==> src/rtl/bcd_press_counter.sv <==
// -----------------------------------------------------------------------------
// bcd_press_counter
//
// Two-digit BCD press counter (00-99) driven by debounced push-buttons.
// One key counts up, one counts down and one clears the count. Holding the
// up or down key steps once on the press, again after REPEAT_DELAY cycles,
// and then every REPEAT_PERIOD cycles until the key is released.
// The count drives two active-low 7-segment digits directly.
//
// Parameters
//   REPEAT_DELAY   cycles a key stays held after its first step before repeat
//   REPEAT_PERIOD  cycles between auto-repeat steps
//   WRAP           1: 99 -> 00 and 00 -> 99; 0: saturate at 99 and at 00
//
// Ports
//   i_clk          system clock
//   i_rst_n        asynchronous active-low reset (released synchronously here)
//   i_inc          debounced increment key, 1 = pressed
//   i_dec          debounced decrement key, 1 = pressed
//   i_clr          debounced clear key, 1 = pressed
//   o_count_bcd    {tens, ones}, registered
//   o_step         one-cycle pulse for every inc/dec step, refused ones too
//   o_seg_tens     {g,f,e,d,c,b,a} for the tens digit, 0 = segment lit
//   o_seg_ones     {g,f,e,d,c,b,a} for the ones digit, 0 = segment lit
// -----------------------------------------------------------------------------
module bcd_press_counter #(
    parameter int unsigned REPEAT_DELAY  = 12_500_000,
    parameter int unsigned REPEAT_PERIOD = 2_500_000,
    parameter bit          WRAP          = 1'b1
) (
    input  logic       i_clk,
    input  logic       i_rst_n,
    input  logic       i_inc,
    input  logic       i_dec,
    input  logic       i_clr,
    output logic [7:0] o_count_bcd,
    output logic       o_step,
    output logic [6:0] o_seg_tens,
    output logic [6:0] o_seg_ones
);

    localparam int unsigned TIMER_MAX = (REPEAT_DELAY > REPEAT_PERIOD) ? REPEAT_DELAY
                                                                       : REPEAT_PERIOD;
    localparam int unsigned TIMER_W   = (TIMER_MAX > 1) ? $clog2(TIMER_MAX) : 1;

    localparam logic [TIMER_W-1:0] DELAY_LAST  = TIMER_W'(REPEAT_DELAY - 1);
    localparam logic [TIMER_W-1:0] PERIOD_LAST = TIMER_W'(REPEAT_PERIOD - 1);

    localparam logic [6:0] SEG_ZERO = 7'b1000000;

    typedef enum logic [1:0] {
        S_IDLE,
        S_DELAY,
        S_REPEAT
    } state_t;

    // -------------------------------------------------------------------------
    // BCD helpers
    // -------------------------------------------------------------------------
    function automatic logic [7:0] bcd_inc(input logic [7:0] v);
        if (v[3:0] != 4'd9) return {v[7:4], v[3:0] + 4'd1};
        if (v[7:4] != 4'd9) return {v[7:4] + 4'd1, 4'd0};
        return WRAP ? 8'h00 : 8'h99;
    endfunction

    function automatic logic [7:0] bcd_dec(input logic [7:0] v);
        if (v[3:0] != 4'd0) return {v[7:4], v[3:0] - 4'd1};
        if (v[7:4] != 4'd0) return {v[7:4] - 4'd1, 4'd9};
        return WRAP ? 8'h99 : 8'h00;
    endfunction

    function automatic logic [6:0] seg_decode(input logic [3:0] d);
        case (d)
            4'd0:    return 7'b1000000;
            4'd1:    return 7'b1111001;
            4'd2:    return 7'b0100100;
            4'd3:    return 7'b0110000;
            4'd4:    return 7'b0011001;
            4'd5:    return 7'b0010010;
            4'd6:    return 7'b0000010;
            4'd7:    return 7'b1111000;
            4'd8:    return 7'b0000000;
            4'd9:    return 7'b0010000;
            default: return 7'b1111111;
        endcase
    endfunction

    // -------------------------------------------------------------------------
    // Reset synchroniser: assertion reaches all state at once, release is
    // aligned to i_clk so no flop sees it near an edge.
    // -------------------------------------------------------------------------
    logic [1:0] rst_sync;
    logic       rst_n;

    // NOTE: state registers use non-blocking (<=) so every flop samples the
    // values from before the edge, independent of statement order.
    always_ff @(posedge i_clk or negedge i_rst_n) begin
        if (!i_rst_n) rst_sync <= 2'b00;
        else          rst_sync <= {rst_sync[0], 1'b1};
    end

    assign rst_n = rst_sync[1];

    // -------------------------------------------------------------------------
    // Key edge detection, bit order {clr, dec, inc}.
    // key_armed records that a key has been seen released since reset, so a
    // key held through reset must be released and pressed again to count.
    // -------------------------------------------------------------------------
    logic [2:0] keys;
    logic [2:0] key_q;
    logic [2:0] key_armed;
    logic [2:0] key_rise;
    logic       inc_rise;
    logic       dec_rise;
    logic       clr_rise;

    assign keys     = {i_clr, i_dec, i_inc};
    assign key_rise = keys & ~key_q & key_armed;
    assign inc_rise = key_rise[0];
    assign dec_rise = key_rise[1];
    assign clr_rise = key_rise[2];

    // -------------------------------------------------------------------------
    // Press / auto-repeat FSM
    // -------------------------------------------------------------------------
    state_t             state;
    state_t             state_nxt;
    logic [TIMER_W-1:0] timer;
    logic [TIMER_W-1:0] timer_nxt;
    logic               dir_down;     // 0 = counting up, 1 = counting down
    logic               dir_nxt;
    logic               do_step;
    logic               dir_held;

    // NOTE: every combinational output gets a default before any branch, so
    // no path leaves a signal unassigned and no latch is inferred.
    always_comb begin
        state_nxt = state;
        timer_nxt = timer;
        dir_nxt   = dir_down;
        do_step   = 1'b0;
        dir_held  = dir_down ? i_dec : i_inc;

        if (clr_rise) begin
            state_nxt = S_IDLE;
            timer_nxt = '0;
        end else if (i_inc && i_dec) begin
            // Both keys down is ambiguous: drop back and wait for a clean press.
            state_nxt = S_IDLE;
            timer_nxt = '0;
        end else begin
            unique case (state)
                S_IDLE: begin
                    if (inc_rise || dec_rise) begin
                        state_nxt = S_DELAY;
                        timer_nxt = '0;
                        dir_nxt   = dec_rise;
                        do_step   = 1'b1;
                    end
                end
                S_DELAY: begin
                    if (!dir_held) begin
                        state_nxt = S_IDLE;
                        timer_nxt = '0;
                    end else if (timer == DELAY_LAST) begin
                        state_nxt = S_REPEAT;
                        timer_nxt = '0;
                        do_step   = 1'b1;
                    end else begin
                        timer_nxt = timer + 1'b1;
                    end
                end
                S_REPEAT: begin
                    if (!dir_held) begin
                        state_nxt = S_IDLE;
                        timer_nxt = '0;
                    end else if (timer == PERIOD_LAST) begin
                        timer_nxt = '0;
                        do_step   = 1'b1;
                    end else begin
                        timer_nxt = timer + 1'b1;
                    end
                end
                default: begin
                    state_nxt = S_IDLE;
                    timer_nxt = '0;
                end
            endcase
        end
    end

    // -------------------------------------------------------------------------
    // State, count and display registers
    // -------------------------------------------------------------------------
    always_ff @(posedge i_clk or negedge rst_n) begin
        if (!rst_n) begin
            state       <= S_IDLE;
            timer       <= '0;
            dir_down    <= 1'b0;
            key_q       <= '0;
            key_armed   <= '0;
            o_count_bcd <= 8'h00;
            o_step      <= 1'b0;
            o_seg_tens  <= SEG_ZERO;
            o_seg_ones  <= SEG_ZERO;
        end else begin
            state     <= state_nxt;
            timer     <= timer_nxt;
            dir_down  <= dir_nxt;
            key_q     <= keys;
            key_armed <= key_armed | ~keys;
            o_step    <= do_step;

            if (clr_rise)
                o_count_bcd <= 8'h00;
            else if (do_step)
                o_count_bcd <= dir_nxt ? bcd_dec(o_count_bcd) : bcd_inc(o_count_bcd);

            // Display follows the count one cycle later.
            o_seg_tens <= seg_decode(o_count_bcd[7:4]);
            o_seg_ones <= seg_decode(o_count_bcd[3:0]);
        end
    end

endmodule

==> config.mk <==
export PLATFORM = sky130hd
export DESIGN_NAME = bcd_press_counter
export DESIGN_NICKNAME = d
export VERILOG_FILES = /design/src/rtl/bcd_press_counter.sv
export SDC_FILE = /design/constraint.sdc
export NUM_CORES = 1
export LEC_CHECK = 0
export BUFFER_PORTS_ARGS = -buffer_cell sky130_fd_sc_hd__buf_4
export CAP_MARGIN = 10
export CORE_MARGIN = 4
export CORE_UTILIZATION = 45
export DETAILED_ROUTE_END_ITERATION = 6
export GPL_TIMING_DRIVEN = 0
export PLACE_DENSITY = 0.74
export SYNTH_ARGS = -nofsm -noshare
export SYNTH_HDL_FRONTEND = slang
export SYNTH_SLANG_ARGS = --single-unit
==> constraint.sdc <==
create_clock -name i_clk -period 3.4 [get_ports i_clk]
set_clock_uncertainty 0.1 [all_clocks]
set_input_delay 0.34 -clock i_clk [delete_from_list [all_inputs] [get_ports i_clk]]
set_output_delay 0.34 -clock i_clk [all_outputs]
set_load 0.02 [all_outputs]
==> results of run 1 <==
==> path summary, 6_finish.rpt <==
| path | cells past startpoint | slack, ps | end |
|---|---|---|---|
| hold / removal | 1 | 30 | key_q[0]$_DFF_PN0_ |
| setup reg to reg | 8 | 600 | o_count_bcd[5]$_DFFE_PN0P_ |
| setup / recovery | 8 | 600 | o_count_bcd[5]$_DFFE_PN0P_ |
| max in group asynchronous | 1 | 2510 | o_seg_tens[6]$_DFF_PN1_ |
| min in group asynchronous | 0 | 80 | timer[3]$_DFFE_PN0P_ |
| hold reg to reg | 0 | 80 | timer[3]$_DFFE_PN0P_ |
==> cell families (layout without fill, tap and decap cells) <==
logic type / Yosys count / count (layout) / share of synthesized area
mux: 7 / 7 / 0.0216
xor+xnor: 12 / 12 / 0.0308
compound gates: 93 / 93 / 0.181
buf+inv: 26 / 71 / 0.0326
other cells: 1 / 1 / 0.00110
flops: 58 / 58 / 0.426
simple gates: 159 / 159 / 0.248
fa+ha+maj: 16 / 16 / 0.0587
==> final cells by class <==
type / instances / area share
multi-input cells: 288 / 0.465
plain buffers: 13 / 0.0158
inverters: 13 / 0.0123
repair buffers: 29 / 0.0587
clock inverters: 2 / 0.00883
flip-flops and latches: 58 / 0.367
clock buffers: 14 / 0.0410
well taps: 99 / 0.0312
==> cells in the final DEF (no fill, tap or decap), drive strengths merged, types with 4 or more instances in the layout <==
| cell | instances |
|---|---|
| nand3 | 13 |
| xnor2 | 10 |
| nor4b | 4 |
| or2 | 5 |
| nor2 | 44 |
| nor4 | 7 |
| a21oi | 29 |
| ha | 16 |
| a31oi | 5 |
| or3 | 6 |
| dfrtp | 56 |
| and3 | 7 |
| and3b | 5 |
| a211oi | 7 |
| nand4 | 4 |
| nand2b | 10 |
| clkbuf | 19 |
| mux2i | 4 |
| buf | 36 |
| a22o | 9 |
| inv | 11 |
| nor3 | 7 |
| nand2 | 27 |
| o21ai | 23 |
==> worst max-delay path, cell delays in order, from the launching register on <==
cell	delay, ps
dfrtp_1	480
inv_1	180
ha_1	270
nor3b_1	640
nand2_1	110
a211oi_1	230
o22ai_2	180
or3_1	390
a21oi_1	140
==> metrics by stage <==
step | std cells | total power [mW] | cell area, um2 | utilization | hold WS (ps)
final | 516 | 2.62 | 3970 | 0.544 | 35.0
after global routing | 516 | 2.81 | 3970 | 0.544 | 5.04
after CTS | 516 | 2.65 | 3970 | 0.544 | 13.7
after detailed placement | 499 | 1.99 | 3760 | 0.516 | 23.1
after global placement | 498 | 1.96 | 3740 | 0.513 | 22.4
after floorplan | 372 | 1.65 | 3410 | - | -55.6
==> metal layers <==
layer | global-route usage | share of wire | vias up
met3 | 0.0481 | 0.045 | 6
li1 | - | - | 1428
met1 | 0.222 | 0.43 | 1464
met5 | 0 | 0 | -
met4 | 0.0541 | 0.0067 | 0
met2 | 0.335 | 0.52 | 77
==> sequential cells by signal, indices dropped and copies added (netlist names) <==
| register | cells |
|---|---|
| key_armed | 3 |
| dir_down | 1 |
| timer | 24 |
| rst_sync | 2 |
| o_seg_ones | 7 |
| state | 2 |
| key_q | 3 |
| o_count_bcd | 8 |
| o_seg_tens | 7 |
| o_step | 1 |
==> timing repair <==
action,4_1_cts,5_1_grt
hold endpoints to repair,2,0
endpoints found under the setup margin,0,0
hold buffers,1,0
==> power by group through the flow <==
| stage | Sequential, mW | Combinational (mW) | Clock, mW |
|---|---|---|---|
| 2_1_floorplan | 1.03 | 0.622 | 0 |
| 3_3_place_gp | 0.918 | 1.04 | 0 |
| 3_5_place_dp | 0.912 | 1.08 | 0 |
| 4_1_cts | 0.901 | 1.08 | 0.665 |
| 5_1_grt | 0.918 | 1.19 | 0.700 |
| 6_report | 0.899 | 1.08 | 0.644 |
==> reports/qor.yml, run 1 <==
global_route:
  grt_pass1_vias: 2890
  grt-ovfl-total: 0
  grt_start_max_net_pins: 43
  antenna_found_initial: 0
  grt_pass1_wl_um: 13300
  grt_usage: 0.188
clocking:
  clockBufferDepth: 2
  ctsResizeCount: 0
  cts_root_buffer: "clkbuf_8"
  numCtsBuffers: 9
  clock_sink_count: 58
  clkTransAtPathRegs_ps: 60
  insertion_delay_ps: 330
  cts_max_level: 3
  cts_setup_buffers: 0
  tritoncts: "done"
sta:
  rsz0062_at_grt: "false"
  min_period_over_period: 0.823
  setup_viol: 0
  setup_slack_ps: 603
  slew_violations: 0
  hold_viol: 0
  fmax_ghz: 0.358
  setup_tns_ps: 0
  worst_slew_pin_slew_ps: 740
  fin_crit_ps: 2800
  max_slew_margin: 0.506
logic_synthesis:
  synth_seq_cells: 58
  synth-seq-area-share: 0.426
  synth_area_leaders: "dfrtp_1, ha_1, nor2_1, a21oi_1, o21ai_0"
  synth_top_area_cell: "dfrtp_1"
  synthTopCellsByCount: "dfrtp_1, nor2_1, a21oi_1, nand2_1, o21ai_0"
  ys_async_sr_fraction: 1.00
  syn_area_per_cell_um2: 9.17
  synth_area_um2: 3410
  yosys_most_used_dff: "dfrtp_1"
  synth-edff-count: 0
  synth.distinct_cells: 59
  post-synth-top-count-cell: "dfrtp_1"
  synth_fp_nets: 393
  synth_top_area_frac: 0.411
  yosysWarnings: 0
  syn-instance-count: 372
layout:
  n_antenna_cell: 0
  final_nets: 433
  nFillCells: 708
  seqCellArea_um2: 1460
  syn_to_final_growth_pct: 16.3
  multi_input_area_um2: 1850
  drive_gt1_frac: 0.151
drt:
  postRouteAntennaNets: 0
  vias: 2975
  drc: 0
  dr.pass1.iters: 5
  wirelength_um: 7870
  via_per_inst: 5.77
  wl_per_cell_um: 15.3
  first_iter_violations: 137
power_and_ir_drop:
  pwr-share-comb: 0.412
  p_leak_nw: 1.73
  p_per_area_nw_per_um2: 661
  p_int_mw: 1.62
  pwr-share-clk: 0.245
  switching_power_mw: 1.00
  max-vdd-ir-drop_v: 0.000479
  p_seq_frac: 0.343
  p_sw_frac: 0.382
job:
  max_cap_violations: 0
placement:
  hpwl_um: 5490
  routabilityCongestion: 0.880
  pre_cts_ws_ps: 624
  port_buffers: 27
worst_setup_path:
  crit_type: "reg -> reg"
  crit_start: "o_count_bcd[1]$_DFFE_PN0P_"
  reg2reg_from: "o_count_bcd[1]$_DFFE_PN0P_"
  cp-end-kind: "flop"
  crit_arrival_ps: 2950
  worst-path-max-fanout: 8
  cp.required_ps: 3550
  startpoint_type: "flop"
die:
  start_util: 0.468
  fp-row-count: 31
  dieArea_um2: 9040
  io_pins: 28
  fp.dieH_um: 95.1
  core_area_um2: 7290
  chipWidth_um: 95.1
min_path:
  hp-start: "i_inc"
  min_path_type: "in -> reg"
run_status:
  outcome: "finished, final reports clean"
Note: power is estimated with default switching activity, not from simulation.
==> run 2, diff against run 1 <==
PLACE_DENSITY = 0.76   (was 0.74)
clock period = 2.3 ns   (was 3.4 ns; I/O delays follow)
==> reports/qor.yml, run 2 (same netlist as run 1, synthesis figures left out) <==
run_status:
  outcome: "finished, violations left"
  violations: "setup timing"
layout:
  drive_gt1_frac: 0.304  # +0.152
  most-common-layout-cells: "buf_4, dfrtp_1, nor2_1"
  n_antenna_cell: 0  # unchanged
  syn_to_final_growth_pct: 27.6
  largest_reg_flops: 24  # unchanged
  final_nets: 464  # +7.2%
  final_common_cell: "buf_4"
  fin_area_um2: 4350  # +9.7%
  nFillCells: 631  # -11%
  layoutNonFillerInstCount: 547  # +6.0%
  regMostFlops: "timer"
  top_regs: "timer (24), o_count_bcd (8)"
min_path:
  hold-path-cell-count: 2  # +1
  min_path_type: "in -> reg"
  hold_path_end: "key_armed[1]$_DFF_PN0_"
  hp-start: "i_dec"
clocking:
  insertion_delay_ps: 340  # about the same
  clockBufferDepth: 2  # unchanged
  cts_root_buffer: "clkbuf_8"
  numCtsBuffers: 9  # unchanged
  cts_max_level: 3  # unchanged
  tritoncts: "done"
  clock_sink_count: 58  # unchanged
  clkTransAtPathRegs_ps: 60  # about the same
worst_setup_path:
  startpoint_type: "flop"
  crit_arrival_ps: 2470  # -480 ps
  cp-end-kind: "flop"
  reg2reg_setup_slack_ps: -50  # -650 ps
  slowest_delay_ps: 460  # -180 ps
  cp_slowest_cell: "o41ai_4"
  r2r_end: "timer[14]$_DFFE_PN0P_"
  r2r_cells: 8  # unchanged
  reg2reg_from: "timer[1]$_DFFE_PN0P_"
  cp.required_ps: 2430  # -1120 ps
  worstPathCellList: "ha_2 > and4_1 > nand4_1 > o41ai_4 > a21o_2 > buf_6 > o21ai_1 > a22o_2"
  worst-path-max-fanout: 5  # -3
  crit_type: "reg -> reg"
global_route:
  grt_usage: 0.185  # -0.00330
  grt_pass1_vias: 2793  # -3.4%
  grt_pass1_wl_um: 13100  # -1.6%
  grt-ovfl-total: 0  # unchanged
  antenna_found_initial: 0  # unchanged
  grt_start_max_net_pins: 34  # -21%
drt:
  drc: 0  # unchanged
  via_per_inst: 5.69  # -1.3%
  wirelength_um: 8360  # +6.1%
  dr.pass1.iters: 5  # unchanged
  postRouteAntennaNets: 0  # unchanged
  wl_per_cell_um: 15.3  # +0.12%
  vias: 3114  # +4.7%
  first_iter_violations: 193  # +41%
sta:
  setup_tns_ps: -153  # -153 ps
  hold_viol: 0  # unchanged
  slew_violations: 0  # unchanged
  max_slew_margin: 0.611  # +0.105
  fin_crit_ps: 2350  # -452 ps
  worst_slew_pin_slew_ps: 584  # -156 ps
  fmax_ghz: 0.426  # +19%
  rsz0062_at_grt: "true"
  setup_slack_ps: -45.5  # -648 ps
  min_period_over_period: 1.02  # +0.197
  setup_viol: 5  # +5
die:
  fp-row-count: 31  # unchanged
  start_util: 0.468  # unchanged
  dieArea_um2: 9040  # unchanged
  core_area_um2: 7290  # unchanged
  fp.dieH_um: 95.1  # unchanged
  io_pins: 28  # unchanged
  chipWidth_um: 95.1  # unchanged
power_and_ir_drop:
  max-vdd-ir-drop_v: 0.000773  # +61%
  p_per_area_nw_per_um2: 943  # +43%
  p_leak_nw: 1.91  # +10%
placement:
  routabilityCongestion: 0.835  # -5.1%
  hpwl_um: 5430  # -0.99%
  place_inst: 499  # unchanged
  port_buffers: 27  # unchanged
  placed_area_um2: 3790  # +0.70%
job:
  max_cap_violations: 0  # unchanged
==> run 2: how the worst max path moves through the flow <==
stage | depth (start not counted) | to | start | slack, ps
after global placement | 7 | timer[17]$_DFFE_PN0P_ | timer[0]$_DFFE_PN0P_ | -280
after CTS | 8 | o_count_bcd[6]$_DFFE_PN0P_ | o_count_bcd[1]$_DFFE_PN0P_ | 6
after floorplan | 8 | timer[14]$_DFFE_PN0P_ | timer[0]$_DFFE_PN0P_ | 30
final | 8 | timer[14]$_DFFE_PN0P_ | timer[1]$_DFFE_PN0P_ | -50
after global routing | 8 | timer[14]$_DFFE_PN0P_ | timer[0]$_DFFE_PN0P_ | -150
after detailed placement | 7 | timer[21]$_DFFE_PN0P_ | timer[0]$_DFFE_PN0P_ | -360
==> run 2: report_power, final <==
part           switching, mW  total [mW]  internal, mW
Clock                  0.383       0.827         0.444
Combinational           1.08        1.93         0.846
Sequential             0.145        1.35          1.20
Total                   1.61        4.10          2.49
==> run 2: repair_timing <==
item,in CTS,in global routing
gates cloned,1,1
endpoints found under the hold margin,6,0
hold buffers,4,0
resized for setup,14,43
endpoints found under the setup margin,32,30
pin swaps,7,23
setup buffers,14,13
==> run 2: critical path, delay by kind of cell (launching register included) <==
| family | cells | cell delay [ps] |
|---|---|---|
| buffers and inverters | 1 | 140 |
| AND/OR/NAND/NOR | 2 | 440 |
| AO/OA/AOI/OAI | 4 | 1030 |
| flip-flops | 1 | 350 |
| adder cells (fa/ha/maj) | 1 | 190 |
==> run 2: area by class of cell <==
type / instances / area (um2) / share of cell area
multi-input combinational: 288 / 1990 / 0.457
sequential: 58 / 1460 / 0.336
timing repair buffer: 61 / 484 / 0.111
clock buffer: 13 / 159 / 0.0365
tap: 99 / 124 / 0.0284
buffer: 12 / 67.6 / 0.0155
inverter: 13 / 50.0 / 0.0115
clock inverter: 3 / 15.0 / 0.00345
==> run 2: metal layers <==
layer  track usage  share of wire  up-vias  wire, um
met5             0              0        -         0
met4        0.0793          0.028        0       235
met3        0.0387          0.049       24       410
met2         0.285           0.47       95      3910
met1         0.251           0.45     1508      3800
li1              -              -     1487         -
==> run 2: per-stage QoR <==
stage	util	hold WS [ps]	setup WS (ps)	power, mW
2_1_floorplan	-	-166	29.3	2.47
3_3_place_gp	0.516	-87.5	-285	2.94
3_5_place_dp	0.519	-85.8	-360	2.99
4_1_cts	0.568	22.8	5.88	3.97
5_1_grt	0.597	51.2	-148	4.39
6_report	0.597	41.4	-45.5	4.10
==> run 3, diff against run 2 <==
--- a/config.mk
+++ b/config.mk
@@ -7,2 +7,3 @@
 export LEC_CHECK = 0
+export ABC_AREA = 1
 export BUFFER_PORTS_ARGS = -buffer_cell sky130_fd_sc_hd__buf_4
@@ -14,2 +15,3 @@
 export PLACE_DENSITY = 0.76
+export RECOVER_POWER = 100
 export SYNTH_ARGS = -nofsm -noshare
--- a/constraint.sdc
+++ b/constraint.sdc
@@ -4,2 +4,2 @@
 set_output_delay 0.23 -clock i_clk [all_outputs]
-set_load 0.02 [all_outputs]
+set_load 0.05 [all_outputs]
==> reports/qor.yml, run 3 <==
run_status:
  outcome: "finished, final reports clean"
sta:
  worst_slew_pin_slew_ps: 1230  # +644 ps
  rsz0062_at_grt: "false"
  fin_crit_ps: 2050  # -300 ps
  setup_slack_ps: 255  # +300 ps
  slew_violations: 0  # unchanged
  fmax_ghz: 0.489  # +15%
  hold_viol: 0  # unchanged
  setup_viol: 0  # -5
  setup_tns_ps: 0  # +153 ps
  hold_slack_ps: 102  # +61.0 ps
  max_slew_margin: 0.181  # -0.429
  min_period_over_period: 0.889  # -0.131
worst_setup_path:
  reg2reg_setup_slack_ps: 250  # +300 ps
  startpoint_type: "flop"
  cp-end-kind: "flop"
  r2r_cells: 9  # +1
  crit_arrival_ps: 2210  # -260 ps
  slowest_delay_ps: 420  # -40 ps
  r2r_end: "timer[3]$_DFFE_PN0P_"
  crit_family: "simple AND/OR/NAND/NOR gates"
  reg2reg_from: "state[0]$_DFFE_PN0P_"
  worst-path-max-fanout: 10  # +5
  crit_buf_inv: 4  # +3
  cp_slowest_cell: "dfrtp_1"
  cpMostUsedCell: "inv_2"
  crit_type: "reg -> reg"
  cp.required_ps: 2470  # +40 ps
  worstPathCellList: "inv_1 > ha_1 > nand2_1 > nor3_4 > inv_2 > o21ai_2 > inv_2 > buf_6 > nor2_1"
min_path:
  min_path_type: "in -> async"
die:
  fp-row-count: 31  # unchanged
  start_util: 0.464  # -0.00377
  core_area_um2: 7290  # unchanged
  fp.dieH_um: 94.7  # -0.37%
  chipWidth_um: 94.7  # -0.37%
  io_pins: 28  # unchanged
  dieArea_um2: 8970  # -0.73%
layout:
  regMostFlops: "timer"
  drive_gt1_frac: 0.106  # -0.197
  final_common_cell: "nand2_1"
  top_regs: "timer (24), o_count_bcd (8)"
  n_antenna_cell: 0  # unchanged
  most-common-layout-cells: "nand2_1, nor2_1, inv_1"
  largest_reg_flops: 24  # unchanged
  final_util: 0.528  # -0.0690
  syn_to_final_growth_pct: 13.8
  final_nets: 507  # +9.3%
logic_synthesis:
  ys_async_sr_fraction: 1.00  # unchanged
  yosys_most_used_dff: "dfrtp_1"
  synth-seq-area-share: 0.430  # +0.00347
  synth.distinct_cells: 37  # -37%
  yosysWarnings: 0  # unchanged
  synth_area_leaders: "dfrtp_1, nand2_1, nor2_1, inv_1, o21ai_0"
  syn_area_per_cell_um2: 7.64  # -17%
  synth_top_area_frac: 0.414  # +0.00334
  synth_top_area_cell: "dfrtp_1"
  synth-edff-count: 0  # unchanged
  syn-instance-count: 443  # +19%
  post-synth-top-count-cell: "nand2_1"
  synth_fp_nets: 464  # +18%
  synthTopCellsByCount: "nand2_1, nor2_1, inv_1, dfrtp_1, o21ai_0"
  synth_seq_cells: 58  # unchanged
  synth_area_um2: 3380  # -0.81%
global_route:
  grt_start_max_net_pins: 32  # -5.9%
  use_met2: 0.312  # +0.0273
  grt_usage: 0.184  # about the same
  antenna_found_initial: 0  # unchanged
  grt_pass1_vias: 2891  # +3.5%
  grt_pass1_wl_um: 12900  # -1.5%
  grt-ovfl-total: 0  # unchanged
  grtUsageMet1: 0.229  # -0.0222
  busiest_layer: "met2"
  met3_usage: 0.0375  # -0.00122
clocking:
  clock_sink_count: 58  # unchanged
  cts_setup_buffers: 0  # -14
  clkTransAtPathRegs_ps: 60  # about the same
  cts.hold.buffers_added: 4  # unchanged
  insertion_delay_ps: 340  # about the same
  numCtsBuffers: 9  # unchanged
  ctsResizeCount: 0  # -14
  cts_root_buffer: "clkbuf_8"
  clockBufferDepth: 2  # unchanged
  cts_max_level: 3  # unchanged
  tritoncts: "done"
placement:
  pre_cts_ws_ps: 299  # +659 ps
  port_buffers: 27  # unchanged
  hpwl_um: 5600  # +3.1%
  routabilityCongestion: 0.931  # +11%
job:
  max_cap_violations: 0  # unchanged
drt:
  wirelength_um: 7580  # -9.3%
  vias: 3000  # -3.7%
  dr.pass1.iters: 6  # +1
  via_per_inst: 5.09  # -11%
  first_iter_violations: 146  # -24%
  postRouteAntennaNets: 0  # unchanged
  wl_per_cell_um: 12.9  # -16%
  drc: 0  # unchanged
power_and_ir_drop:
  p_leak_nw: 1.84  # -3.7%
  p_per_area_nw_per_um2: 1160  # +24%
  max-vdd-ir-drop_v: 0.000921  # +19%
-- run 3: changes by cell type in the layout (fill, tap and decap cells not counted), sizes merged, moves of 9 or more --
cell	previous run	this run
buf	65	4
a21oi	29	16
a22o	9	0
nand3	13	25
xnor2	10	1
o21ai	23	45
clkbuf	17	45
nor2	44	67
nand2b	10	0
inv	11	64
nand2	27	96
-- run 3: per-layer routing --
metal  up-vias  part of all wire
met4         0             0.019
li1       1504                 -
met3        15             0.040
met2        61              0.50
met5         -                 0
met1      1420              0.44
-- run 3: worst max path at each step --
stage                                     from                    endpoint  slack, ps  cells after the start
floorplan           o_count_bcd[4]$_DFFE_PN0P_  o_count_bcd[6]$_DFFE_PN0P_        320                      8
global placement         rst_sync[1]$_DFF_PN0_  o_count_bcd[6]$_DFFE_PN0P_       -180                      0
detailed placement        state[0]$_DFFE_PN0P_       timer[13]$_DFFE_PN0P_        300                     10
CTS                       state[0]$_DFFE_PN0P_       timer[13]$_DFFE_PN0P_        280                     10
global route              state[1]$_DFFE_PN0P_  o_count_bcd[2]$_DFFE_PN0P_         30                     11
finish                    state[0]$_DFFE_PN0P_        timer[3]$_DFFE_PN0P_        250                      9
-- run 3: where the power goes --
| group | total [mW] | switching (mW) | internal (mW) |
|---|---|---|---|
| sequential | 1.38 | 0.136 | 1.24 |
| combinational | 2.13 | 1.59 | 0.536 |
| clock | 0.978 | 0.396 | 0.582 |
-- run 3: metrics by stage --
| stage | instance area, um2 | std cells | total power, mW |
|---|---|---|---|
| 2_1_floorplan | 3380 | 443 | 3.08 |
| 3_3_place_gp | 3710 | 569 | 3.63 |
| 3_5_place_dp | 3730 | 570 | 3.67 |
| 4_1_cts | 3980 | 589 | 4.67 |
| 5_1_grt | 3850 | 589 | 4.83 |
| 6_report | 3850 | 589 | 4.49 |
-- run 3: kinds of logic (layout without fill, tap and decap cells) --
kind of cell	after synthesis	count (layout)	share of synthesized area
AO/OA/AOI/OAI	71	71	0.116
XOR/XNOR	9	9	0.0233
adder cells (fa/ha/maj)	16	16	0.0591
buffers and inverters	72	119	0.0850
flip-flops	58	58	0.430
other	1	1	0.00111
AND/OR/NAND/NOR	216	216	0.286
-- run 3: cell type report --
class	instances	area [um2]
fillers	742	3440
multi-input cells	313	1630
inverters	64	240
clock buffers	13	169
flip-flops and latches	58	1450
repair buffers	32	150
plain buffers	8	46.3
well taps	99	124
clock inverters	2	35.0
